File: config.mk
export PLATFORM = sky130hd
export DESIGN_NAME = d1_drain_ctrl
export DESIGN_NICKNAME = d
export VERILOG_FILES = /design/src/rtl/d1_drain_ctrl.sv
export SDC_FILE = /design/constraint.sdc
export NUM_CORES = 1
export LEC_CHECK = 0
export ABC_CLOCK_PERIOD_IN_PS = 1900
export CAP_MARGIN = 0
export CORE_MARGIN = 5
export CORE_UTILIZATION = 25
export DETAILED_ROUTE_END_ITERATION = 8
export DONT_BUFFER_PORTS = 1
export PLACE_DENSITY = 0.47
export SYNTH_ARGS = -nofsm -noshare
export SYNTH_HDL_FRONTEND = slang
export SYNTH_SLANG_ARGS = --single-unit
File: constraint.sdc
create_clock -name clk -period 1.9 [get_ports clk]
set_input_delay 0 -clock clk [delete_from_list [all_inputs] [get_ports clk]]
set_output_delay 0 -clock clk [all_outputs]
set_load 0.02 [all_outputs]
File: src/rtl/d1_drain_ctrl.sv
// d1_drain_ctrl
//   Dequeue controller downstream of the D1 FIFO. It pops D1 while running
//   and the stage has room. A 3-entry skid buffer absorbs D1's one-cycle
//   registered read latency. Words go to the next stage with a push/full
//   handshake. Dropping enable flushes in-flight words, then returns to IDLE.
//
// Ports
//   clk, reset   : single clock, synchronous active-high reset
//   enable       : 1 = pop and forward, 0 = stop popping, drain, go idle
//   D1_empty     : D1 empty flag
//   D1_data_out  : D1 read data, valid the cycle after D1_rd
//   D1_rd        : pop strobe to D1
//   ds_full      : downstream cannot accept a word this cycle
//   ds_wr        : push strobe to downstream
//   ds_data      : pushed word (meaningful while ds_wr=1)
//   pop_count    : forwarded-word counter, wraps modulo 2^CNT_W
//   idle         : FSM is in IDLE
module d1_drain_ctrl #(
    parameter int BW    = 4,
    parameter int CNT_W = 8
) (
    input  logic             clk,
    input  logic             reset,
    input  logic             enable,
    input  logic             D1_empty,
    input  logic [BW-1:0]    D1_data_out,
    output logic             D1_rd,
    input  logic             ds_full,
    output logic             ds_wr,
    output logic [BW-1:0]    ds_data,
    output logic [CNT_W-1:0] pop_count,
    output logic             idle
);

    localparam logic [1:0] IDLE  = 2'd0;
    localparam logic [1:0] RUN   = 2'd1;
    localparam logic [1:0] DRAIN = 2'd2;

    logic [1:0]    state;
    logic [1:0]    occ;
    logic          inflight;
    logic [1:0]    head;
    logic [1:0]    tail;
    logic [BW-1:0] skid [3];
    logic [BW-1:0] last_data;
    logic [2:0]    committed;

    // Words already buffered plus the one still coming back from D1.
    // Keeping this below 3 means no ds_full pattern can overflow the skid.
    assign committed = {1'b0, occ} + {2'b00, inflight};

    assign D1_rd   = (state == RUN) && !D1_empty && (committed < 3'd3);
    assign ds_wr   = (occ != 2'd0) && !ds_full;
    // Head while pushing, otherwise the last word pushed stays on the bus.
    assign ds_data = ds_wr ? skid[head] : last_data;
    assign idle    = (state == IDLE);

    function automatic logic [1:0] ptr_inc(input logic [1:0] p);
        return (p == 2'd2) ? 2'd0 : p + 2'd1;
    endfunction

    always_ff @(posedge clk) begin
        if (reset) begin
            state     <= IDLE;
            occ       <= '0;
            inflight  <= 1'b0;
            head      <= '0;
            tail      <= '0;
            last_data <= '0;
            pop_count <= '0;
        end else begin
            inflight <= D1_rd;
            occ      <= occ + {1'b0, inflight} - {1'b0, ds_wr};

            if (inflight) begin
                skid[tail] <= D1_data_out;
                tail       <= ptr_inc(tail);
            end

            if (ds_wr) begin
                last_data <= skid[head];
                head      <= ptr_inc(head);
                pop_count <= pop_count + CNT_W'(1);
            end

            case (state)
                IDLE:    if (enable) state <= RUN;
                RUN:     if (!enable) state <= DRAIN;
                DRAIN:   if (occ == 2'd0 && !inflight) state <= IDLE;
                default: state <= IDLE;
            endcase
        end
    end

endmodule

# Word level (Yosys, flattened, before mapping)
# Memory sizes are Yosys's and may differ from the RTL's. A register that Yosys moved wholly into a read port is not among the register bits.
# Index checks and enable logic that the tools add are counted.
[classes]
n_addsub = 6
magnitude_cmp = 1
n_eq_ne = 7
muxes = 12
n_reduce_logical = 11
[ops]
columns = ["op", "count"]
rows = [
  ["$mux 2", 7],
  ["$add 8x1->8 const B", 1],
  ["$eq 2x2->1 const B", 3],
  ["$ne 2x2->1 const B", 3],
  ["$pmux 2 s3", 1],
  ["$add 2x1->2 const B", 2],
  ["$logic_and 1x1->1", 4],
  ["$logic_not 2->1", 2],
  ["$mux 4", 1],
  ["$add 2x1->3", 1],
  ["$logic_not 1->1", 3],
  ["$lt 3x2->1 const B", 1],
  ["$mux 1", 3],
  ["$reduce_and 3->1", 1],
  ["$add 2x1->2", 1],
  ["$eq 2x1->1 const B", 1],
  ["$reduce_bool 2->1", 1],
  ["$sub 2x1->2", 1],
]
[totals]
reg_bits = 21
mem_bits_rw = 12
input_bits = 9
out_inout_bits = 15
wordCells = 45
n_memories = 1
[mem_list]
columns = ["name", "depth", "word_bits", "rd", "rd_clocked_by_memory_dff", "wr", "line", "text"]
rows = [
  ["skid", 3, 4, 1, 1, 1, "44", "logic [BW-1:0] skid [3];"],
]

# Logic depth before layout (Yosys ltp)
[logic_depth]
ltp_word = 4
mapped_depth = 8

# Least setup slack after synthesis
# No wires, ideal clock.
[synth_path]
path_type = "register to register"
from = "register inflight"
to = "register inflight"
arrival_time_ns = 1.950
setup_slack_ns = -0.118
stages_incl_launch_ff = 5
n_path_buf = 0
period_less_slack_ns = 2.018
path_cell_list = "dfxtp_1 -> ha_1 -> ha_1 -> a2111oi_1 -> nor2b_1"
[synth_via]
elab_chain_cells = 3
[synth_rtl]
columns = ["element", "line", "text"]
rows = [
  ["from (decl)", "41", "logic inflight;"],
  ["from (signal assigned)", "72", "inflight <= D1_rd;"],
  ["$add 2x1->3", "50", "assign committed = {1'b0, occ} + {2'b00, inflight};"],
  ["$lt 3x2->1", "52", "assign D1_rd = (state == RUN) && !D1_empty && (committed < 3'd3);"],
  ["$logic_and 1x1->1", "52", ""],
  ["named net D1_rd", "27", "output logic D1_rd,"],
]
# The timed path passes the listed nets, and every way through them passes these cells.
# A chain may end at the register's enable or synchronous reset.

# Final worst setup path
[layout_path]
from = "register occ[0]"
to = "output port D1_rd"
[layout_via]
elab_chain_cells = 3
[layout_rtl]
columns = ["element", "line", "text"]
rows = [
  ["from (decl)", "40", "logic [1:0] occ;"],
  ["from (signal assigned)", "73", "occ <= occ + {1'b0, inflight} - {1'b0, ds_wr};"],
  ["$add 2x1->3", "50", ""],
  ["$lt 3x2->1", "52", ""],
  ["$logic_and 1x1->1", "52", ""],
  ["to (decl)", "27", ""],
]
# No other way between the ends.

==> impl_metrics.ini <==
[drt]
avgRoutedWirePerCell_um = 12.7
vias_per_cell = 4.59
first_pass_iters = 4
first_iter_violations = 18
wl_met2_um = 1500
wl_met1_um = 1050
ant_nets = 0
top_layer = met4
num_vias = 1015
wl_um = 2800
route.detailed.drc = 0
met3_length_um = 176

[clock_network]
post_cts_buffers = 0
cts_buffers = 5
cts_buffer_depth = 2
clk_latency_ns = 0.28
clk_pin_slew_ns = 0.07
h-tree-depth = 2
tritoncts = built
cts.sinks = 35
cts_root_buf = clkbuf_8

[outcome]
status = finished clean

[synthesis]
ys_ff_latch = 35
synth_area_um2 = 1430
yosysUniqueCellTypes = 29
ys_top_cells_by_area = dfxtp_1, edfxtp_1, a21oi_1
yosys.area_share.simple_pct = 16.7
ys_seq_area_share_pct = 57.5
synthMuxAreaShare_pct = 4.73
synth-compound-area-share_pct = 13.0
yosys.area.top_type = dfxtp_1
synthAdderAreaFrac_pct = 3.51
synth_top_area_share_pct = 32.3
postSynthCellCount = 132
synth_xor_area_share_pct = 1.84
synth_top_family_by_area = simple AND/OR/NAND/NOR gates
ys_warn_count = 0
synth_area_per_cell_um2 = 10.8
syn_nets = 145

[cells_and_area]
utilization_pct = 31.2
instances_no_fill = 221
final_area_um2 = 1730
fill_cells = 578
fin_nets = 161
drive_gt1_share_pct = 16.1
antenna_cells_inserted = 0
syn_to_final_growth_pct = 20.9

[sta]
rsz0062_at_grt = no
tns_ns = 0
finalCritPeriodShare_pct = 91.5
post-route-min-period_ns = 1.74
setup_ws_ns = 0.162
fmax_ghz = 0.575
final-max-slew-violation-count = 0
hold_viol = 0
whs_ns = 0.0624
slew_headroom_pct = 38.3
setup_viol = 0
skew_ns = 0.00389
worst_slew_pin_slew_ns = 0.922

[power_and_ir_drop]
intPower_mw = 1.41
ir_worst_vdd_mv = 0.323
pwr_density_cell_nw_per_um2 = 1170
total_power_mw = 2.02
pwr-share-comb_pct = 23.1
leakagePower_nw = 0.609
p_seq_share_pct = 45.3
p_switching_mw = 0.612
p_clk_share_pct = 31.6
switching_share_pct = 30.2

[floorplanning]
die_height_um = 85.6
fp.coreArea_um2 = 5540
die_area_um2 = 7320
design.portCount = 24
row_count = 27
die_w_um = 85.6
start_util_pct = 25.8

[placement]
dp_hpwl_um = 2000
gp_congestion = 0.657
port_buffers = 0
place_area_um2 = 1550
dp_slack_ns = 0.356
dp.cells = 206

[setup_path]
rr_worst_depth = 7
start_kind = flip-flop
critical_path.max_fanout = 4
crit_type = reg -> out
r2r-end = occ[1]
rrSetupSlack_ns = 0.33
worstSetupEndpointType = output port
required_ns = 1.90
path_cells = ha_1 > ha_1 > a2111oi_2 > buf_4
crit_arrival_ns = 1.74
path_common_cell = ha_1
cpMaxStageDelayCell = a2111oi_2
rr_startpoint = occ[1]
slowest_delay_ns = 0.40

[worst_hold_path]
worstHoldPathCells = 2
min_path_type = in -> reg
whs_endpoint = skid[0][2]
worstHoldStart = reset

[grt]
track_usage_pct = 8.21
grt_pass1_vias = 1043
antenna_found_initial = 0
grt_pass1_wl_um = 4750
grt_max_degree = 26
grt_overflow_total = 0

[run]
max-cap-violations = 0
## cell usage after synthesis
| master | n |
|---|---|
| dfxtp_1 | 23 |
| a21oi_1 | 16 |
| nand2_1 | 15 |
| edfxtp_1 | 12 |
| mux2_2 | 6 |
| nand2b_1 | 6 |
| nor2_1 | 6 |
| ha_1 | 4 |
| o211ai_1 | 4 |
| o31ai_1 | 4 |
| or3_1 | 4 |
| clkbuf_1 | 3 |
| nand4_1 | 3 |
| nor2b_1 | 3 |
| o21ai_0 | 3 |
| or4_1 | 3 |
| inv_1 | 2 |
| nand3b_1 | 2 |
| nor3_1 | 2 |
| xnor2_1 | 2 |
| a2111oi_1 | 1 |
| buf_2 | 1 |
| buf_6 | 1 |
| inv_2 | 1 |
| nand3_1 | 1 |
| nor3b_1 | 1 |
| o21bai_2 | 1 |
| o22a_1 | 1 |
| xor2_1 | 1 |
## how the worst max path moves through the flow
stage / endpoint / slack [ns] / from
2_1_floorplan: inflight / 0.17 / inflight
3_3_place_gp: occ[1] / 0.40 / occ[1]
3_5_place_dp: occ[1] / 0.36 / occ[1]
4_1_cts: D1_rd / 0.11 / inflight
5_1_grt: D1_rd / 0.03 / occ[0]
6_report: D1_rd / 0.16 / occ[0]
## per-layer routing
layer / vias up / global-route usage (%)
met5: - / 0
li1: 507 / -
met2: 26 / 15.1
met4: 0 / 4.32
met1: 476 / 7.89
met3: 6 / 3.07
## cells in the final DEF (no fill, tap or decap), drive strengths merged, types with 2 or more instances in the layout
cell / n
nand4: 3
o21ai: 3
o31ai: 4
nand2b: 6
or4: 3
dfxtp: 23
clkbuf: 5
inv: 3
buf: 7
nor3: 2
or3: 4
nand2: 15
xnor2: 2
clkinv: 2
nor2: 6
o211ai: 4
nand3b: 2
dlygate4sd3: 7
nor2b: 3
edfxtp: 12
a21oi: 16
mux2: 6
ha: 4
## what timing repair did
action | 4_1_cts | 5_1_grt
endpoints found under the hold margin | 39 | 0
hold buffers | 7 | 0
endpoints found under the setup margin | 0 | 1
resized for setup | 0 | 1
## cell families after synthesis
group           count (synthesis)
simple gates                   46
flops                          35
compound gates                 30
buf+inv                         8
mux                             6
fa+ha+maj                       4
xor+xnor                        3
## cell type report
class	instances	area, µm²	area share (%)
timing repair buffer	14	123	7.10
sequential	35	822	47.6
clock buffer	5	68.8	3.99
multi-input combinational	89	573	33.2
clock inverter	3	38.8	2.25
inverter	3	11.3	0.652
tap	72	90.1	5.22
## power by group through the flow
stage	sequential (mW)	combinational (mW)	clock (mW)
after detailed placement	0.933	0.453	0
after global placement	0.927	0.436	0
after floorplan	0.934	0.352	0
after CTS	0.918	0.477	0.661
final	0.917	0.467	0.638
after global routing	0.929	0.517	0.693
## state kept, by name (all words and copies together), names as in the netlist, named ones only
signal and cells:
head 2, inflight 1, last_data 4, occ 2, pop_count 8, skid 12, state 2, tail 2
## worst max-delay path, delay by kind of cell, from the launching register on
family	cells	cell delay (ns)
flops	1	0.36
buf+inv	1	0.21
compound gates	1	0.40
fa+ha+maj	2	0.49
Power figures use the tool's default switching activity.
